**src/rtl/column_sweeper.sv**
```systemverilog
// One drum column: holds current/previous displacement per node and sweeps rows through an external node solver.
// Optional MID_TAP_EN adds a mid-column sample tap (mid_sample/mid_valid).
module column_sweeper #(
  parameter int ROWS = 32,
  localparam int AW = $clog2(ROWS)
) (
  input  logic               clk,
  input  logic               rst,
  input  logic               start,
  output logic               busy,
  output logic               done,
  input  logic               init_we,
  input  logic [AW-1:0]      init_row,
  input  logic signed [17:0] init_u,
  input  logic [AW-1:0]      rd_row,
  output logic signed [17:0] rd_data,
  input  logic signed [17:0] u_left,
  input  logic signed [17:0] u_right,
  output logic signed [17:0] u_center,
  output logic signed [17:0] s_up,
  output logic signed [17:0] s_down,
  output logic signed [17:0] s_center,
  output logic signed [17:0] s_prev,
  output logic signed [17:0] s_left,
  output logic signed [17:0] s_right,
`ifdef MID_TAP_EN
  output logic signed [17:0] mid_sample,
  output logic               mid_valid,
`endif
  input  logic signed [17:0] s_next
);

  typedef enum logic [2:0] {IDLE, LOAD0, LOAD1, RUN, FIN} state_t;

  state_t state;
  logic [AW-1:0] row;
  logic signed [17:0] center_r, prev_r, down_r;

  logic signed [17:0] curr_mem [ROWS];
  logic signed [17:0] prev_mem [ROWS];
  logic signed [17:0] curr_q, prev_q;

  logic [AW-1:0] rd_addr;
  logic curr_we, prev_we;
  logic [AW-1:0] wr_addr;
  logic signed [17:0] curr_wd, prev_wd;

  logic is_run, last_row;

  assign is_run   = (state == RUN);
  assign last_row = (row == AW'(ROWS - 1));

  // Read port runs two rows ahead of the row being solved so s_up is ready in time.
  always_comb begin
    rd_addr = rd_row;
    case (state)
      LOAD0: rd_addr = '0;
      LOAD1: rd_addr = AW'(1);
      RUN: begin
        if (int'(row) + 2 < ROWS) rd_addr = row + AW'(2);
        else rd_addr = '0;
      end
      default: rd_addr = rd_row;
    endcase
  end

  always_comb begin
    curr_we = 1'b0;
    prev_we = 1'b0;
    wr_addr = init_row;
    curr_wd = init_u;
    prev_wd = init_u;
    if (state == IDLE && init_we) begin
      curr_we = 1'b1;
      prev_we = 1'b1;
    end else if (is_run) begin
      curr_we = 1'b1;
      prev_we = 1'b1;
      wr_addr = row;
      curr_wd = s_next;
      prev_wd = center_r;
    end
  end

  // Storage arrays are deliberately outside reset so a reset never wipes the drum state.
  always_ff @(posedge clk) begin
    if (curr_we) curr_mem[wr_addr] <= curr_wd;
    if (prev_we) prev_mem[wr_addr] <= prev_wd;
    curr_q <= curr_mem[rd_addr];
    prev_q <= prev_mem[rd_addr];
  end

  assign rd_data = curr_q;

  always_ff @(posedge clk) begin
    if (!rst) begin
      state    <= IDLE;
      busy     <= 1'b0;
      done     <= 1'b0;
      row      <= '0;
      center_r <= '0;
      prev_r   <= '0;
      down_r   <= '0;
    end else begin
      done <= 1'b0;
      case (state)
        IDLE: begin
          if (start) begin
            state <= LOAD0;
            busy  <= 1'b1;
          end
        end
        LOAD0: state <= LOAD1;
        LOAD1: begin
          center_r <= curr_q;
          prev_r   <= prev_q;
          down_r   <= '0;
          row      <= '0;
          state    <= RUN;
        end
        RUN: begin
          // down_r keeps the pre-sweep centre, never the freshly written s_next.
          down_r   <= center_r;
          center_r <= curr_q;
          prev_r   <= prev_q;
          if (last_row) begin
            state <= FIN;
            done  <= 1'b1;
            row   <= '0;
          end else begin
            row <= row + AW'(1);
          end
        end
        FIN: begin
          state <= IDLE;
          busy  <= 1'b0;
        end
        default: begin
          state <= IDLE;
          busy  <= 1'b0;
        end
      endcase
    end
  end

  assign s_center = is_run ? center_r : '0;
  assign s_prev   = is_run ? prev_r : '0;
  assign s_down   = is_run ? down_r : '0;
  assign s_up     = (is_run && !last_row) ? curr_q : '0;
  assign s_left   = is_run ? u_left : '0;
  assign s_right  = is_run ? u_right : '0;
  assign u_center = s_center;

`ifdef MID_TAP_EN
  always_ff @(posedge clk) begin
    if (!rst) begin
      mid_sample <= '0;
      mid_valid  <= 1'b0;
    end else begin
      mid_valid <= 1'b0;
      if (is_run && row == AW'(ROWS / 2)) begin
        mid_sample <= s_next;
        mid_valid  <= 1'b1;
      end
    end
  end
`endif

endmodule

```
**config.mk**
```make
export PLATFORM = sky130hd
export DESIGN_NAME = column_sweeper
export DESIGN_NICKNAME = d
export VERILOG_FILES = /design/src/rtl/column_sweeper.sv
export SDC_FILE = /design/constraint.sdc
export NUM_CORES = 2
export LEC_CHECK = 0
export CORE_ASPECT_RATIO = 1.4
export CORE_MARGIN = 4
export CORE_UTILIZATION = 45
export DETAILED_ROUTE_END_ITERATION = 10
export PLACE_DENSITY = 0.65
export REMOVE_ABC_BUFFERS = 1
export SLEW_MARGIN = 30
export SYNTH_ARGS = -nofsm -noshare
export SYNTH_HDL_FRONTEND = slang
export SYNTH_SLANG_ARGS = --single-unit
```
**constraint.sdc**
```tcl
create_clock -name clk -period 3.9 [get_ports clk]
set_input_delay 0.585 -clock clk [delete_from_list [all_inputs] [get_ports clk]]
set_output_delay 0.585 -clock clk [all_outputs]
set_load 0.01 [all_outputs]
```
==> impl_metrics.ini <==
[outcome]
status = complete, no violations

[pwr]
pwr-share-comb = 0.100
pwr-share-seq = 0.504
p_sw_w = 0.00682
vdd_ir_drop_max_mv = 0.349
swShare = 0.226
p_int_w = 0.0234
p_per_area_mw_per_mm2 = 520
power.share.clock = 0.396
p_leak_nw = 19.6

[detailed_routing]
wl_per_cell_um = 27.4
postRouteWirelength_um = 124000
firstDrtPassIters = 5
ant_nets = 0
num_vias = 25900
drt_iter0_drc = 2615
avgViaCountPerCell = 5.73
drc = 0

[cells_and_area]
num-nets-final = 3059
post_route_cells_drive_above_1_share = 0.178
fillers = 8506
finalNonFillerCells = 4518
multi_input_area_mm2 = 0.0118
syn2layout_area_growth_pct = 17.5
final_cell_area_mm2 = 0.0580
seqCellArea_mm2 = 0.0366

[clocking]
htreeDepth = 3
cts-root-buf = clkbuf_16
clock_latency_ns = 0.72
cts_tree = built
clock_sinks = 1252
cts.reportedPaths.clkPinSlew_ns = 0.07
ctsHoldBuffers = 0
numCtsBuffers = 110
cts_buffer_depth = 3

[flow_run]
max-cap-violations = 0

[placed_design]
placed_cell_area_mm2 = 0.0539
numPortBuffers = 231
dpl.cell_count = 4305
dpl.hpwl_um = 70000
gp_congestion = 0.793

[critical_path]
required_ns = 3.31
critical-path-top-delay-family = simple AND/OR/NAND/NOR gates
setup.worst_path.end_class = primary output
cp_slowest_cell = dfxtp_1
cp_max_fo = 21
cp.depth = 6
crit_arrival_ns = 3.11
critPathKind = register to primary output
startpoint_type = register
r2r_cells = 8
path_buf_inv = 2
path_cells = nand2_1 -> or2_2 -> nor2_4 -> buf_12 -> and2_1 -> clkdlybuf4s50_1
max_stage_delay_ns = 0.56

[timing]
setup_viol = 0
fmax_mhz = 270
rsz0062_at_grt = false
finClkSkew_ns = 0.0232
fin_crit_sh = 0.948
slew-limit-headroom = 0.378
slew_viol_final = 0
tightestPinTransition_ns = 0.931
hold_slack_ns = 0.386
hold_viol_final = 0
finalCriticalPeriod_ns = 3.70

[global_routing]
grt_max_degree = 95
grt_pass1_wl_um = 178000
antenna_found_initial = 2
overflow = 0
grt_usage = 0.213
grt_pass1_vias = 26200

[logic_synthesis]
ys.flop_type = edfxtp_1
synth.most_common_cell = edfxtp_1
ys_async_sr_fraction = 0
syn_avg_cell_area_um2 = 18.5
netlist_area_mm2 = 0.0494
ys_seq_area_frac = 0.741
synth_top_cells_by_count = edfxtp_1 (1152), mux2i_1 (425), nand2_1 (207)
synth_top_area_frac = 0.701
yosys-top-cells-area = edfxtp_1 (70%), mux2i_1 (8.6%), mux4_2 (6.0%), dfxtp_1 (4.1%), o22ai_1 (1.8%)
synthDistinctLibCells = 58
synth_edf_count = 1152
synth-seq-cells = 1252
yosys_warnings = 0
yosys.area.top_type = edfxtp_1
syn_inst = 2670

[worst_hold_path]
hold_depth = 2
hp-class = primary input to register

[floorplan]
ios = 232
die_area_mm2 = 0.115
rows = 143
coreArea_mm2 = 0.109
die_y_um = 400
die_w_um = 288
start_util = 0.454
placed cells by master, fill, tap and decap left out, types with 8 or more instances in the layout:
cell / n
clkbuf_16: 112
nand2_2: 17
buf_4: 82
a21boi_0: 54
and2_1: 93
inv_1: 24
a211oi_1: 8
o21ai_0: 10
buf_12: 36
clkinv_2: 24
nor4_2: 36
nor2_4: 33
mux4_2: 131
mux2i_1: 425
clkinvlp_4: 9
bufinv_16: 26
mux4_1: 11
dfxtp_1: 99
edfxtp_1: 1152
clkdlybuf4s50_1: 230
clkinv_1: 16
nand2_1: 191
o22ai_1: 141
clkbuf_1: 11
routing by layer:
layer | up-vias | track usage | part of all wire
met5 | - | 0 | 0
met4 | 0 | 0.0620 | 0.026
met3 | 175 | 0.0335 | 0.068
met2 | 1020 | 0.365 | 0.51
met1 | 13500 | 0.282 | 0.40
li1 | 11100 | - | -
power by group through the flow:
| stage | Sequential (W) | Clock, W | Combinational [W] |
|---|---|---|---|
| floorplan | 0.0154 | 0 | 0.00219 |
| global placement | 0.0155 | 0 | 0.00294 |
| detailed placement | 0.0155 | 0 | 0.00300 |
| CTS | 0.0152 | 0.0122 | 0.00302 |
| global route | 0.0152 | 0.0127 | 0.00321 |
| finish | 0.0152 | 0.0120 | 0.00301 |
cell families (layout without fill, tap and decap cells):
family                     after synthesis  after routing  synth area share
adders and majority gates                3              3          0.000760
other                                    0              1                 0
buffers and inverters                  187            583            0.0264
DFF                                   1252           1252             0.741
and+or+nand+nor                        412            413            0.0452
AOI/OAI and AO/OA                      245            245            0.0339
xor gates and xnor gates                 2              2          0.000355
muxes                                  569            569             0.152
flip-flops by register name, indices dropped and copies added (netlist names):
register / count
curr_mem: 576
done: 1
prev_q: 18
state: 3
center_r: 18
down_r: 18
prev_r: 18
prev_mem: 576
busy: 1
rd_data: 18
row: 5
cell type report:
| type | instances | share of cell area |
|---|---|---|
| diodes | 1 | 0.0000431 |
| clock buffers | 126 | 0.0497 |
| clock inverters | 83 | 0.0196 |
| inverters | 24 | 0.00155 |
| multi-input cells | 1232 | 0.204 |
| flip-flops and latches | 1252 | 0.631 |
| well taps | 1450 | 0.0313 |
| repair buffers | 350 | 0.0633 |
through the flow:
stage	setup TNS (ns)	power [W]	setup slack, ns	utilization
2_1_floorplan	-1537.12	0.0176	-13.00	-
3_3_place_gp	0	0.0185	0.628	0.496
3_5_place_dp	0	0.0185	0.569	0.496
4_1_cts	0	0.0304	0.110	0.533
5_1_grt	0	0.0312	0.0348	0.533
6_report	0	0.0302	0.201	0.533
path summary, 6_finish.rpt:
check	startpoint	to	slack (ns)
min	rst	prev_r[8]	0.39
max	state[0]	s_up[8]	0.20
max reg2reg	state[2]	prev_q[8]	0.54
min reg2reg	prev_q[16]	prev_r[16]	0.46
timing repair:
action / 4_1_cts / 5_1_grt
setup endpoints to repair: 17 / 0
setup buffers: 1 / 0
resized for setup: 1 / 0
No activity file was read; power rests on OpenSTA's default activity.
